<file path="src/rtl/mem_arbiter.sv">
// mem_arbiter: two-port arbiter and transaction sequencer for the single-port
// synchronous system RAM. Port 0 is the CPU bus and port 1 is the video/DMA
// fetch. Each grant runs one complete RAM transaction:
// begin strobe, address/write-enable, completion wait, then acknowledge.
// A watchdog ends any transaction that the RAM never completes.
//
// Optional build macro:
//   ARB_ROUND_ROBIN_EN  When defined, simultaneous requests alternate between
//                       the ports. When undefined, port 0 always wins.
module mem_arbiter #(
  parameter int ADDR_W  = 16,
  parameter int DATA_W  = 16,
  parameter int TIMEOUT = 15
) (
  input  logic              clk,
  input  logic              reset,
  input  logic              m0_req,
  input  logic              m0_we,
  input  logic [ADDR_W-1:0] m0_addr,
  input  logic [DATA_W-1:0] m0_wdata,
  input  logic              m1_req,
  input  logic              m1_we,
  input  logic [ADDR_W-1:0] m1_addr,
  input  logic [DATA_W-1:0] m1_wdata,
  output logic              m0_ack,
  output logic              m0_err,
  output logic              m1_ack,
  output logic              m1_err,
  output logic [DATA_W-1:0] rdata,
  output logic              gnt,
  output logic              busy,
  output logic [ADDR_W-1:0] ram_addr,
  output logic [DATA_W-1:0] ram_dout,
  input  logic [DATA_W-1:0] ram_din,
  output logic              ram_we,
  output logic              ram_oe,
  output logic              ram_beg,
  input  logic              ram_rd
);

  typedef enum logic [1:0] {IDLE, ISSUE, WAIT, DONE} state_t;

  localparam logic [7:0] TO_CNT = 8'(TIMEOUT);

  state_t              state, state_nxt;
  logic [ADDR_W-1:0]   addr_q;
  logic [DATA_W-1:0]   wdata_q;
  logic [DATA_W-1:0]   rdata_q;
  logic                we_q;
  logic                gnt_q;
  logic                last_q;
  logic                err_q, err_nxt;
  logic [7:0]          wdog_q, wdog_nxt;
  logic                take;
  logic                win;
  logic                capture;

  // Next-state, arbitration and watchdog decisions
  always_comb begin
    state_nxt = state;
    err_nxt   = err_q;
    wdog_nxt  = wdog_q;
    take      = 1'b0;
    win       = 1'b0;
    capture   = 1'b0;
`ifdef ARB_ROUND_ROBIN_EN
    if (m0_req && m1_req) win = ~last_q;
    else                  win = m1_req;
`else
    win = ~m0_req;
`endif
    case (state)
      IDLE: begin
        if (m0_req || m1_req) begin
          take      = 1'b1;
          state_nxt = ISSUE;
        end
      end
      ISSUE: begin
        wdog_nxt  = 8'd0;
        err_nxt   = 1'b0;
        state_nxt = WAIT;
      end
      WAIT: begin
        // A completion seen in the last allowed cycle still counts as success
        if (ram_rd) begin
          capture   = ~we_q;
          state_nxt = DONE;
        end else if (wdog_q == TO_CNT) begin
          err_nxt   = 1'b1;
          state_nxt = DONE;
        end else begin
          wdog_nxt  = wdog_q + 8'd1;
        end
      end
      DONE: begin
        state_nxt = IDLE;
      end
      default: begin
        state_nxt = IDLE;
      end
    endcase
  end

  // State, latched request and captured read data registers
  always_ff @(posedge clk) begin
    if (reset) begin
      state   <= IDLE;
      addr_q  <= '0;
      wdata_q <= '0;
      rdata_q <= '0;
      we_q    <= 1'b0;
      gnt_q   <= 1'b0;
      last_q  <= 1'b1;
      err_q   <= 1'b0;
      wdog_q  <= 8'd0;
    end else begin
      state  <= state_nxt;
      err_q  <= err_nxt;
      wdog_q <= wdog_nxt;
      if (take) begin
        gnt_q   <= win;
        last_q  <= win;
        addr_q  <= win ? m1_addr  : m0_addr;
        we_q    <= win ? m1_we    : m0_we;
        wdata_q <= win ? m1_wdata : m0_wdata;
      end
      if (capture) rdata_q <= ram_din;
    end
  end

  // RAM-side strobes are decoded from the state; the bus is driven only in ISSUE/WAIT
  always_comb begin
    ram_beg  = (state == ISSUE);
    ram_we   = ((state == ISSUE) || (state == WAIT)) && we_q;
    ram_oe   = ((state == ISSUE) || (state == WAIT)) && !we_q;
    ram_addr = addr_q;
    ram_dout = wdata_q;
    busy     = (state != IDLE);
    gnt      = gnt_q;
    rdata    = rdata_q;
    m0_ack   = (state == DONE) && !gnt_q;
    m1_ack   = (state == DONE) && gnt_q;
    m0_err   = (state == DONE) && !gnt_q && err_q;
    m1_err   = (state == DONE) && gnt_q && err_q;
  end

endmodule

</file>
<file path="config.mk">
export PLATFORM = sky130hd
export DESIGN_NAME = mem_arbiter
export DESIGN_NICKNAME = d
export VERILOG_FILES = /design/src/rtl/mem_arbiter.sv
export SDC_FILE = /design/constraint.sdc
export NUM_CORES = 1
export LEC_CHECK = 0
export ABC_AREA = 1
export ABC_CLOCK_PERIOD_IN_PS = 2200
export BUFFER_PORTS_ARGS = -buffer_cell sky130_fd_sc_hd__buf_2
export CORE_UTILIZATION = 50
export CTS_BUF_LIST = sky130_fd_sc_hd__clkbuf_4 sky130_fd_sc_hd__clkbuf_8
export CTS_CLUSTER_SIZE = 14
export DETAILED_ROUTE_END_ITERATION = 10
export PLACE_DENSITY = 0.95
export SYNTH_ARGS = -nofsm -noshare
export SYNTH_HDL_FRONTEND = slang
export SYNTH_SLANG_ARGS = --single-unit
</file>
<file path="constraint.sdc">
create_clock -name clk -period 2.2 [get_ports clk]
set_input_delay 0.22 -clock clk [delete_from_list [all_inputs] [get_ports clk]]
set_output_delay 0.22 -clock clk [all_outputs]
set_load 0.05 [all_outputs]
</file>
# Word-level counts from Yosys, hierarchy flattened
# Cells that the tools add are included.
# op_classes
n_addsub	1
n_eq_ne	9
n_bitwise	2
mux	17
n_reduce_logical	16
# op_table
operator	count
2-to-1 mux 16 bit	2
2-to-1 mux 8 bit	2
case mux 8 bit (2 select lines)	1
adder 8 x 1 -> 8 bit (second input constant)	1
== test 8 x 4 -> 1 bit (second input constant)	1
!= test 2 bit (second input constant)	4
case mux 2 bit (4 select lines)	1
2-to-1 mux 1 bit	7
logical AND 1 bit	6
2-to-1 mux 2 bit	3
AND reduction 3 bit	2
== test 2 bit (second input constant)	2
nonzero test 2 bit	2
!= test 3 bit (second input constant)	1
== test 2 x 1 -> 1 bit (second input constant)	1
zero test 1 bit	2
zero test 2 bit	1
logical OR 1 bit	2
NOT 1 bit	2
case mux 1 bit (2 select lines)	1
AND reduction 2 bit	1
# word_totals
inputBits	87
word_cells	53
ff_bits	61
out_inout_bits	57

# Logic depth before layout (Yosys ltp)
# Gate-level depths: netlist (run 1).
# logic_depth
depth_word	4
mapped_depth	9
ltp_nobuf	9

# Worst setup path before layout (run 1)
# OpenSTA, ideal clock, no wires.
# synth_timing
kind	flip-flop to output port
startpoint	register gnt_q, in the netlist gnt
endpoint	output port m0_err
path_buffers	0
required_ns	1.980
path_stages_with_launch	2
slack_ns	0.325
arrival_ns	1.655
cell_sequence	dfxtp_1 nor3_1
# synth_between
elab_chain_len	3
# synth_rtl
item	line	source
start, declared	50	logic gnt_q;
start signal, assigned	122	gnt_q <= win;
zero test 1 bit	144	m0_err = (state == DONE) && !gnt_q && err_q;
logical AND 1 bit (2 in a row)	144	
end, declared	26	output logic m0_err,
# No other way between the ends.

# Worst setup path after layout (run 1)
# layout_timing
startpoint	register state[1]
endpoint	output port ram_oe
# layout_between
elab_chain_len	3
elab_cells_between_ends	4
cone_classes	eq/ne (2); reduce/logical (2)
# layout_rtl
item	line	source
start, declared	45	state_t state, state_nxt;
start signal, assigned	118	state <= state_nxt;
== test 2 x 1 -> 1 bit / == test 2 bit (equally long branches)	136	ram_oe = ((state == ISSUE) || (state == WAIT)) && !we_q;
logical OR 1 bit (*)	136	
logical AND 1 bit (*)	136	
end, declared	36	output logic ram_oe,
# Mark *: on every way between the ends. The rest lies on a longest branch, timed or not.

==> reports/results.tsv, run 1 <==
metric	value	unit
multiInputGateArea	1280	µm²
clkLatencyLatePin	0.34	ns
postLayoutCellArea	3610	µm²
hp-start	ram_din[9]	
grt_setup_unrepaired	no	
antenna_cells	0	
postCtsSetupBuffers	0	
clock.fmax	553	MHz
status	completed	
timing.rr.start	state[0]	
endpoint_kind	output pin	
firstDrtPassIters	4	
num_io_pins	144	
grt_pass1_wl	11300	µm
root_buffer	clkbuf_8	
synth_ff_type	dfxtp_1	
register_area	1220	µm²
required	1.98	ns
synth_area	2730	µm²
gr-usage-all-layers	0.264	
yosys-top-cells-area	dfxtp_1, nand2_1, o21ai_0	
yosysTopAreaCellShare	0.448	
whs_endpoint	rdata[9]	
cts_sinks	61	
clk_pin_slew	0.07	ns
crit_arrival	1.59	ns
critical_path.most_common_cell	inv_1	
grt_max_degree	58	
crit_chain	inv_1, ha_1, inv_1, nor2_1, buf_2	
place_hpwl	5320	µm
maxSlewViolCount	0	
synthTopCellsByCount	nand2_1, dfxtp_1, o21ai_0	
die_w	75.8	µm
vias	3032	
cap_violations	0	
criticalPathCategory	flop to output pin	
fin_crit	1.81	ns
htreeDepth	3	
hp-class	primary input to flop	
fin_crit_sh	0.823	
slew_headroom	0.658	
cts_buffer_depth	2	
reg2reg_to	rdata[10]	
initial_core_util	0.527	
worst_setup_path_start_kind	flop	
path_buf_inv	3	
die_area	5750	µm²
cpMaxStageDelayCell	dfxtp_1	
slowest_delay	0.38	ns
drcViolationCount	0	
holdBufCountCts	0	
syn_nets	468	
yosys_warnings	0	
rows	26	
setup_viol	0	
yosysMostFrequentCell	nand2_1	
synth_edf_count	0	
grt_pass1_vias	2752	
cts_tree	done	
cts_made_buffers	9	
r2r_cells	7	
setup_tns	0	ns
drt_iter0_drc	152	
yosysTopAreaCell	dfxtp_1	
ys_types	24	
antenna_found_initial	0	
synth-seq-area-share	0.448	
wire_per_inst	12.6	µm
skew	0.00557	ns
final_nets	605	
post_cts_resized	0	
ff2ff_setup_slack	0.40	ns
power.leakage	0.00186	µW
gp_congestion	0.888	
ys_ff_latch	61	
nFillCells	416	
irDropWorstVdd	0.000877	V
critPathTopFamily	buffers and inverters	
p_per_area	1430	nW/µm²
hold-path-cell-count	3	
syn2layout_area_growth	32.3	%
portBuffers	143	
hold_violations	0	
drive_gt1_frac	0.331	
finalWirelength	7380	µm
chipHeight	75.8	µm
worst_pin_slew	0.513	ns
netlist_instances	376	
grt_overflow	0	
antenna_left	0	
routed_via_density	5.17	
syn_area_per_cell	7.25	µm²
worstPathMaxFanout	4	
async_flop_share	0	
place_area	3440	µm²
core-area	5170	µm²
==> area by class of cell <==
type	instances	area share
multi-input combinational	269	0.355
clock buffer	13	0.0444
timing repair buffer	149	0.211
clock inverter	2	0.00278
sequential	61	0.339
tap	70	0.0243
inverter	23	0.0239
==> kinds of logic (layout without fill, tap and decap cells) <==
family / Yosys count / after routing / synth area share
buffers and inverters: 46 / 187 / 0.0822
DFF: 61 / 61 / 0.448
and+or+nand+nor: 166 / 166 / 0.249
adders and majority gates: 5 / 5 / 0.0230
AOI/OAI and AO/OA: 98 / 98 / 0.197
==> cells in the final DEF, fill, tap and decap left out <==
cell type / count
o21ai_0: 52
clkinv_2: 2
nand3_1: 11
a211oi_1: 1
clkbuf_8: 10
inv_1: 22
nor2_4: 2
a21oi_2: 1
dfxtp_1: 61
a31oi_1: 33
buf_2: 143
nand2_2: 1
nand2_4: 1
inv_2: 1
nor3_1: 1
a21oi_1: 10
ha_1: 5
clkbuf_4: 3
nand4_2: 1
buf_4: 6
nand4_1: 3
o21ai_1: 1
nand2_1: 96
nor2_1: 50
==> how the worst max path moves through the flow <==
stage	to	cells after the start	slack (ns)	startpoint
6_report	ram_oe	5	0.39	state[1]
5_1_grt	rdata[12]	7	0.26	state[0]
4_1_cts	ram_oe	5	0.38	state[1]
3_5_place_dp	rdata[10]	7	0.45	state[0]
3_3_place_gp	rdata[5]	7	0.57	state[0]
2_1_floorplan	m0_err	1	0.33	gnt
==> metrics by stage <==
| stage | total power (µW) | std cells | utilization | setup WS (ns) | hold WS, ns |
|---|---|---|---|---|---|
| finish | 5150 | 587 | 0.697 | 0.390 | 0.101 |
| detailed placement | 4280 | 572 | 0.664 | 0.453 | 0.449 |
| global placement | 4200 | 572 | 0.664 | 0.569 | 0.444 |
| CTS | 5150 | 587 | 0.697 | 0.383 | 0.100 |
| global route | 5440 | 587 | 0.697 | 0.264 | 0.121 |
| floorplan | 3740 | 376 | - | 0.325 | 0.289 |
==> routing by layer <==
metal | track usage | share of wire
met3 | 0.0622 | 0.059
met4 | 0.152 | 0.031
met5 | 0 | 0
met1 | 0.271 | 0.40
met2 | 0.487 | 0.51
==> power by group <==
group | total [µW] | leakage [µW] | switching (µW) | internal [µW]
clock network | 882 | 0.0000935 | 415 | 468
registers | 1610 | 0.000502 | 175 | 1430
logic | 2660 | 0.00126 | 2020 | 640
total | 5150 | 0.00186 | 2610 | 2540
==> tightest hold or removal path, delay by kind of cell <==
kind,cells,cell delay [ns]
and+or+nand+nor,2,0.11
buffers and inverters,1,0.07
==> flip-flops by register name, indices dropped and copies added, names as in the netlist <==
register and flops:
ram_addr 16, ram_dout 16, rdata 16, wdog_q 8, state 2, err_q 1, gnt 1, we_q 1
Note: power is estimated with default switching activity, not from simulation.
==> run 2, diff against run 1 <==
--- a/config.mk
+++ b/config.mk
@@ -6,13 +6,13 @@
 export NUM_CORES = 1
 export LEC_CHECK = 0
 export ABC_AREA = 1
-export ABC_CLOCK_PERIOD_IN_PS = 2200
+export ABC_CLOCK_PERIOD_IN_PS = 1700
 export BUFFER_PORTS_ARGS = -buffer_cell sky130_fd_sc_hd__buf_2
-export CORE_UTILIZATION = 50
+export CORE_UTILIZATION = 46
 export CTS_BUF_LIST = sky130_fd_sc_hd__clkbuf_4 sky130_fd_sc_hd__clkbuf_8
 export CTS_CLUSTER_SIZE = 14
 export DETAILED_ROUTE_END_ITERATION = 10
-export PLACE_DENSITY = 0.95
+export PLACE_DENSITY = 0.92
 export SYNTH_ARGS = -nofsm -noshare
 export SYNTH_HDL_FRONTEND = slang
 export SYNTH_SLANG_ARGS = --single-unit
==> constraint.sdc (replaced) <==
create_clock -name clk -period 1.7 [get_ports clk]
set_input_delay 0.17 -clock clk [delete_from_list [all_inputs] [get_ports clk]]
set_output_delay 0.17 -clock clk [all_outputs]
set_load 0.05 [all_outputs]
==> run 2 against run 1 <==
Setup slack worse by 0.29 ns. Cell count is 1.0% higher. Sequential share of layout area is 0.52 points lower. Power is 32% higher. Clock skew is 0.0029 ns higher. Largest power group unchanged. Worst hold slack worse by 0.029 ns. Largest cell class unchanged.
==> reports/results.tsv, run 2 (synthesized netlist as in run 1, its figures left out) <==
metric	value	unit
status	completed	
num_io_pins	144	
cts_sinks	61	
syn2layout_area_growth	34.7	%
grt_pass1_wl	11600	µm
gr-usage-met3	0.0437	
p_per_area	1860	nW/µm²
setup_viol	0	
crit_arrival	1.43	ns
rows	27	
slew_headroom	0.727	
htreeDepth	3	
irDropWorstVdd	0.000982	V
fin_crit_sh	0.940	
grt_setup_unrepaired	no	
critPathTopFamily	flip-flops	
initial_core_util	0.486	
clk_pin_slew	0.06	ns
grt_pass1_vias	2742	
clock.fmax	626	MHz
antenna_left	0	
grt_max_degree	52	
final_nets	609	
routed_via_density	5.09	
cts_made_buffers	9	
cts_tree	done	
grt_overflow	0	
use_met1	0.272	
die_area	6240	µm²
core-area	5610	µm²
hold_violations	0	
cts_buffer_depth	2	
postCtsSetupBuffers	0	
slowest_delay	0.36	ns
power.leakage	0.00188	µW
clkLatencyLatePin	0.32	ns
hp-class	primary input to flop	
die_w	79.0	µm
crit_chain	inv_1, ha_1, inv_2, nor2_1, buf_6	
final_cell_mix	buf_2, nand2_1, dfxtp_1, o21ai_0, nor2_1	
place_hpwl	5060	µm
antenna_found_initial	0	
drcViolationCount	0	
chipHeight	79.0	µm
skew	0.00848	ns
fin_crit	1.60	ns
worst_pin_slew	0.409	ns
finalWirelength	6980	µm
firstDrtPassIters	5	
wire_per_inst	11.8	µm
layout.cells.most_common	buf_2	
worst_setup_path_start_kind	flop	
vias	3016	
gr-usage-all-layers	0.230	
worstPathMaxFanout	4	
cpMaxStageDelayCell	dfxtp_2	
final_util	0.654	
gp_congestion	0.837	
root_buffer	clkbuf_8	
path_buf_inv	3	
setup_tns	0	ns
cap_violations	0	
top_usage_layer	met2	
portBuffers	143	
antenna_cells	0	
drt_iter0_drc	199	
required	1.53	ns
met2_usage	0.406	
drive_gt1_frac	0.345	
maxSlewViolCount	0	
endpoint_kind	output pin	
nFillCells	500	
criticalPathCategory	flop to output pin	
run 2: changes by cell type in the layout (fill, tap and decap cells not counted), sizes merged:
cell and change:
buf +4
run 2: where the power goes:
part | internal, µW | switching, µW | total, µW
Sequential | 1860 | 234 | 2090
Combinational | 960 | 2630 | 3590
Clock | 606 | 517 | 1120
run 2: path summary, 6_finish.rpt:
| path | slack, ns | end | startpoint | depth (start not counted) |
|---|---|---|---|---|
| worst min-delay path | 0.07 | rdata[8] | ram_din[8] | 3 |
| worst min register to register | 0.48 | wdog_q[4] | wdog_q[4] | 2 |
| worst max register to register | 0.19 | wdog_q[7] | state[0] | 8 |
| worst max-delay path | 0.10 | ram_oe | state[1] | 5 |
run 2: final cells by class:
type | instances | area (µm²) | area share
sequential | 61 | 1220 | 0.333
multi-input combinational | 269 | 1290 | 0.351
clock inverter | 2 | 10.0 | 0.00273
inverter | 23 | 86.3 | 0.0235
clock buffer | 13 | 160 | 0.0436
tap | 72 | 90.1 | 0.0245
timing repair buffer | 153 | 812 | 0.221
run 2: timing repair:
| item | CTS | global route |
|---|---|---|
| gates resized for setup | 1 | 7 |
| pin swaps | 0 | 0 |
| setup endpoints to repair | 1 | 8 |
| hold buffers | 0 | 0 |
run 2: stage by stage:
step,instance area (µm²),instances,worst slack (ns),total power (µW),hold slack (ns)
6_report,3670,593,0.103,6810,0.0724
5_1_grt,3670,593,0.0294,7240,0.0685
4_1_cts,3660,593,0.0178,6790,0.0584
3_5_place_dp,3490,578,0.121,5640,0.399
3_3_place_gp,3490,578,0.249,5560,0.393
2_1_floorplan,2730,376,0.0531,4840,0.239
run 2: worst min-delay path, stage by stage:
cell	delay, ns
buf_2	0.07
nor2_1	0.03
nor2_1	0.08
run 2: layer usage:
metal  share of wire  vias to the layer above
met4           0.020                        0
met5               0                        -
met2            0.51                      126
li1                -                     1531
met1            0.41                     1345
met3           0.064                       14
==> run 3, diff against run 2 <==
--- a/config.mk
+++ b/config.mk
@@ -8,11 +8,11 @@
 export ABC_AREA = 1
 export ABC_CLOCK_PERIOD_IN_PS = 1700
 export BUFFER_PORTS_ARGS = -buffer_cell sky130_fd_sc_hd__buf_2
-export CORE_UTILIZATION = 46
+export CORE_UTILIZATION = 40
 export CTS_BUF_LIST = sky130_fd_sc_hd__clkbuf_4 sky130_fd_sc_hd__clkbuf_8
 export CTS_CLUSTER_SIZE = 14
 export DETAILED_ROUTE_END_ITERATION = 10
-export PLACE_DENSITY = 0.92
+export PLACE_DENSITY = 0.82
 export SYNTH_ARGS = -nofsm -noshare
 export SYNTH_HDL_FRONTEND = slang
 export SYNTH_SLANG_ARGS = --single-unit
==> run 3 against run 2 <==
The flow now finishes with violations (DRC). Global-route usage decreased by 3.1 points. Clock power about the same. Sequential share of layout area about the same. Die area increased by 15%. Critical endpoint is now ram_we.
==> reports/results.tsv, run 3 (synthesized netlist as in run 1, its figures left out) <==
metric	value	unit
nFillCells	604	
postLayoutCellArea	3670	µm²
maxSlewViolCount	0	
rows	29	
final_nets	608	
die_area	7150	µm²
final_cell_mix	buf_2, nand2_1, dfxtp_1, o21ai_0, nor2_1	
clock.fmax	622	MHz
portBuffers	143	
root_buffer	clkbuf_8	
antenna_left	0	
finalWirelength	6980	µm
wire_per_inst	11.7	µm
grt_pass1_wl	11500	µm
endpoint_kind	output pin	
worst_pin_slew	0.406	ns
setup_viol	0	
die_w	84.5	µm
place_ws	0.0359	ns
required	1.53	ns
status	finished with violations	
holdBufCountCts	0	
grt_max_degree	56	
cts_tree	done	
syn2layout_area_growth	34.6	%
use_met1	0.228	
worstPathMaxFanout	3	
initial_core_util	0.422	
chipHeight	84.5	µm
setup_tns	0	ns
clk_pin_slew	0.06	ns
criticalPathCategory	flop to output pin	
place_hpwl	5160	µm
cap_violations	0	
num_io_pins	144	
gr-usage-all-layers	0.199	
met2_usage	0.353	
antenna_cells	0	
drcViolationCount	4	
fin_crit_sh	0.946	
firstDrtPassIters	7	
postCtsSetupBuffers	0	
drt_iter0_drc	179	
fin_ws	0.0914	ns
skew	0.00737	ns
place_area	3480	µm²
grt_pass1_vias	2734	
antenna_found_initial	0	
hp-class	primary input to flop	
finalPower	6740	µW
htreeDepth	3	
top_usage_layer	met2	
crit_arrival	1.44	ns
register_area	1220	µm²
irDropWorstVdd	0.000827	V
core-area	6460	µm²
fin_crit	1.61	ns
layout.cells.most_common	buf_2	
hold_violations	0	
cts_buffer_depth	2	
routed_via_density	4.99	
p_per_area	1840	nW/µm²
slew_headroom	0.728	
cts_made_buffers	9	
gp_congestion	0.808	
violations	DRC	
vias	2982	
clkLatencyLatePin	0.34	ns
gr-usage-met3	0.0393	
cts_sinks	61	
worst_setup_path_start_kind	flop	
grt_setup_unrepaired	no	
grt_overflow	0	
drive_gt1_frac	0.344	
power.leakage	0.00187	µW
multiInputGateArea	1290	µm²
[run 3: changes by cell type in the layout (fill, tap and decap cells not counted), sizes merged]
cell / delta
buf: -1
inv: -1
clkinv: +3
clkinvlp: +1
clkbuf: -2
[run 3: worst max-delay path, cell delays in order, from the launching register on]
cell,delay [ns]
dfxtp_2,0.35
inv_1,0.07
ha_1,0.31
nand2_1,0.06
inv_1,0.05
buf_2,0.27
[run 3: power by group]
group	total, µW	leakage (µW)	internal [µW]	switching (µW)
Combinational	3550	0.00128	932	2620
Clock	1100	0.0000897	551	550
Sequential	2090	0.000503	1860	229
Total	6740	0.00187	3340	3400
[run 3: repair_timing]
action / 4_1_cts / 5_1_grt
endpoints found under the setup margin: 1 / 8
gates resized for setup: 1 / 5
endpoints found under the hold margin: 0 / 0
[run 3: area by class of cell]
class | instances | share of cell area
clock buffers | 11 | 0.0379
clock inverters | 5 | 0.00751
inverters | 23 | 0.0235
multi-input cells | 269 | 0.352
flip-flops and latches | 61 | 0.334
well taps | 77 | 0.0263
repair buffers | 152 | 0.219
[run 3: layer usage]
| layer | wire length [µm] | vias to the layer above |
|---|---|---|
| li1 | - | 1526 |
| met1 | 3000 | 1343 |
| met2 | 3440 | 97 |
| met3 | 364 | 16 |
| met4 | 182 | 0 |
| met5 | 0 | - |
[run 3: through the flow]
stage               utilization  hold WS (ns)  std cells
floorplan                     -         0.239        376
finish                    0.568        0.0594        598
CTS                       0.566        0.0470        598
global placement          0.540         0.391        582
global route              0.568        0.0537        598
detailed placement        0.540         0.399        582
[run 3: final timing paths]
| kind | start | depth (start not counted) | slack [ns] | to |
|---|---|---|---|---|
| hold reg to reg | wdog_q[4] | 2 | 0.47 | wdog_q[4] |
| setup / recovery | state[0] | 5 | 0.09 | ram_we |
| hold / removal | ram_din[6] | 3 | 0.06 | rdata[6] |
| setup reg to reg | state[0] | 9 | 0.19 | wdog_q[7] |
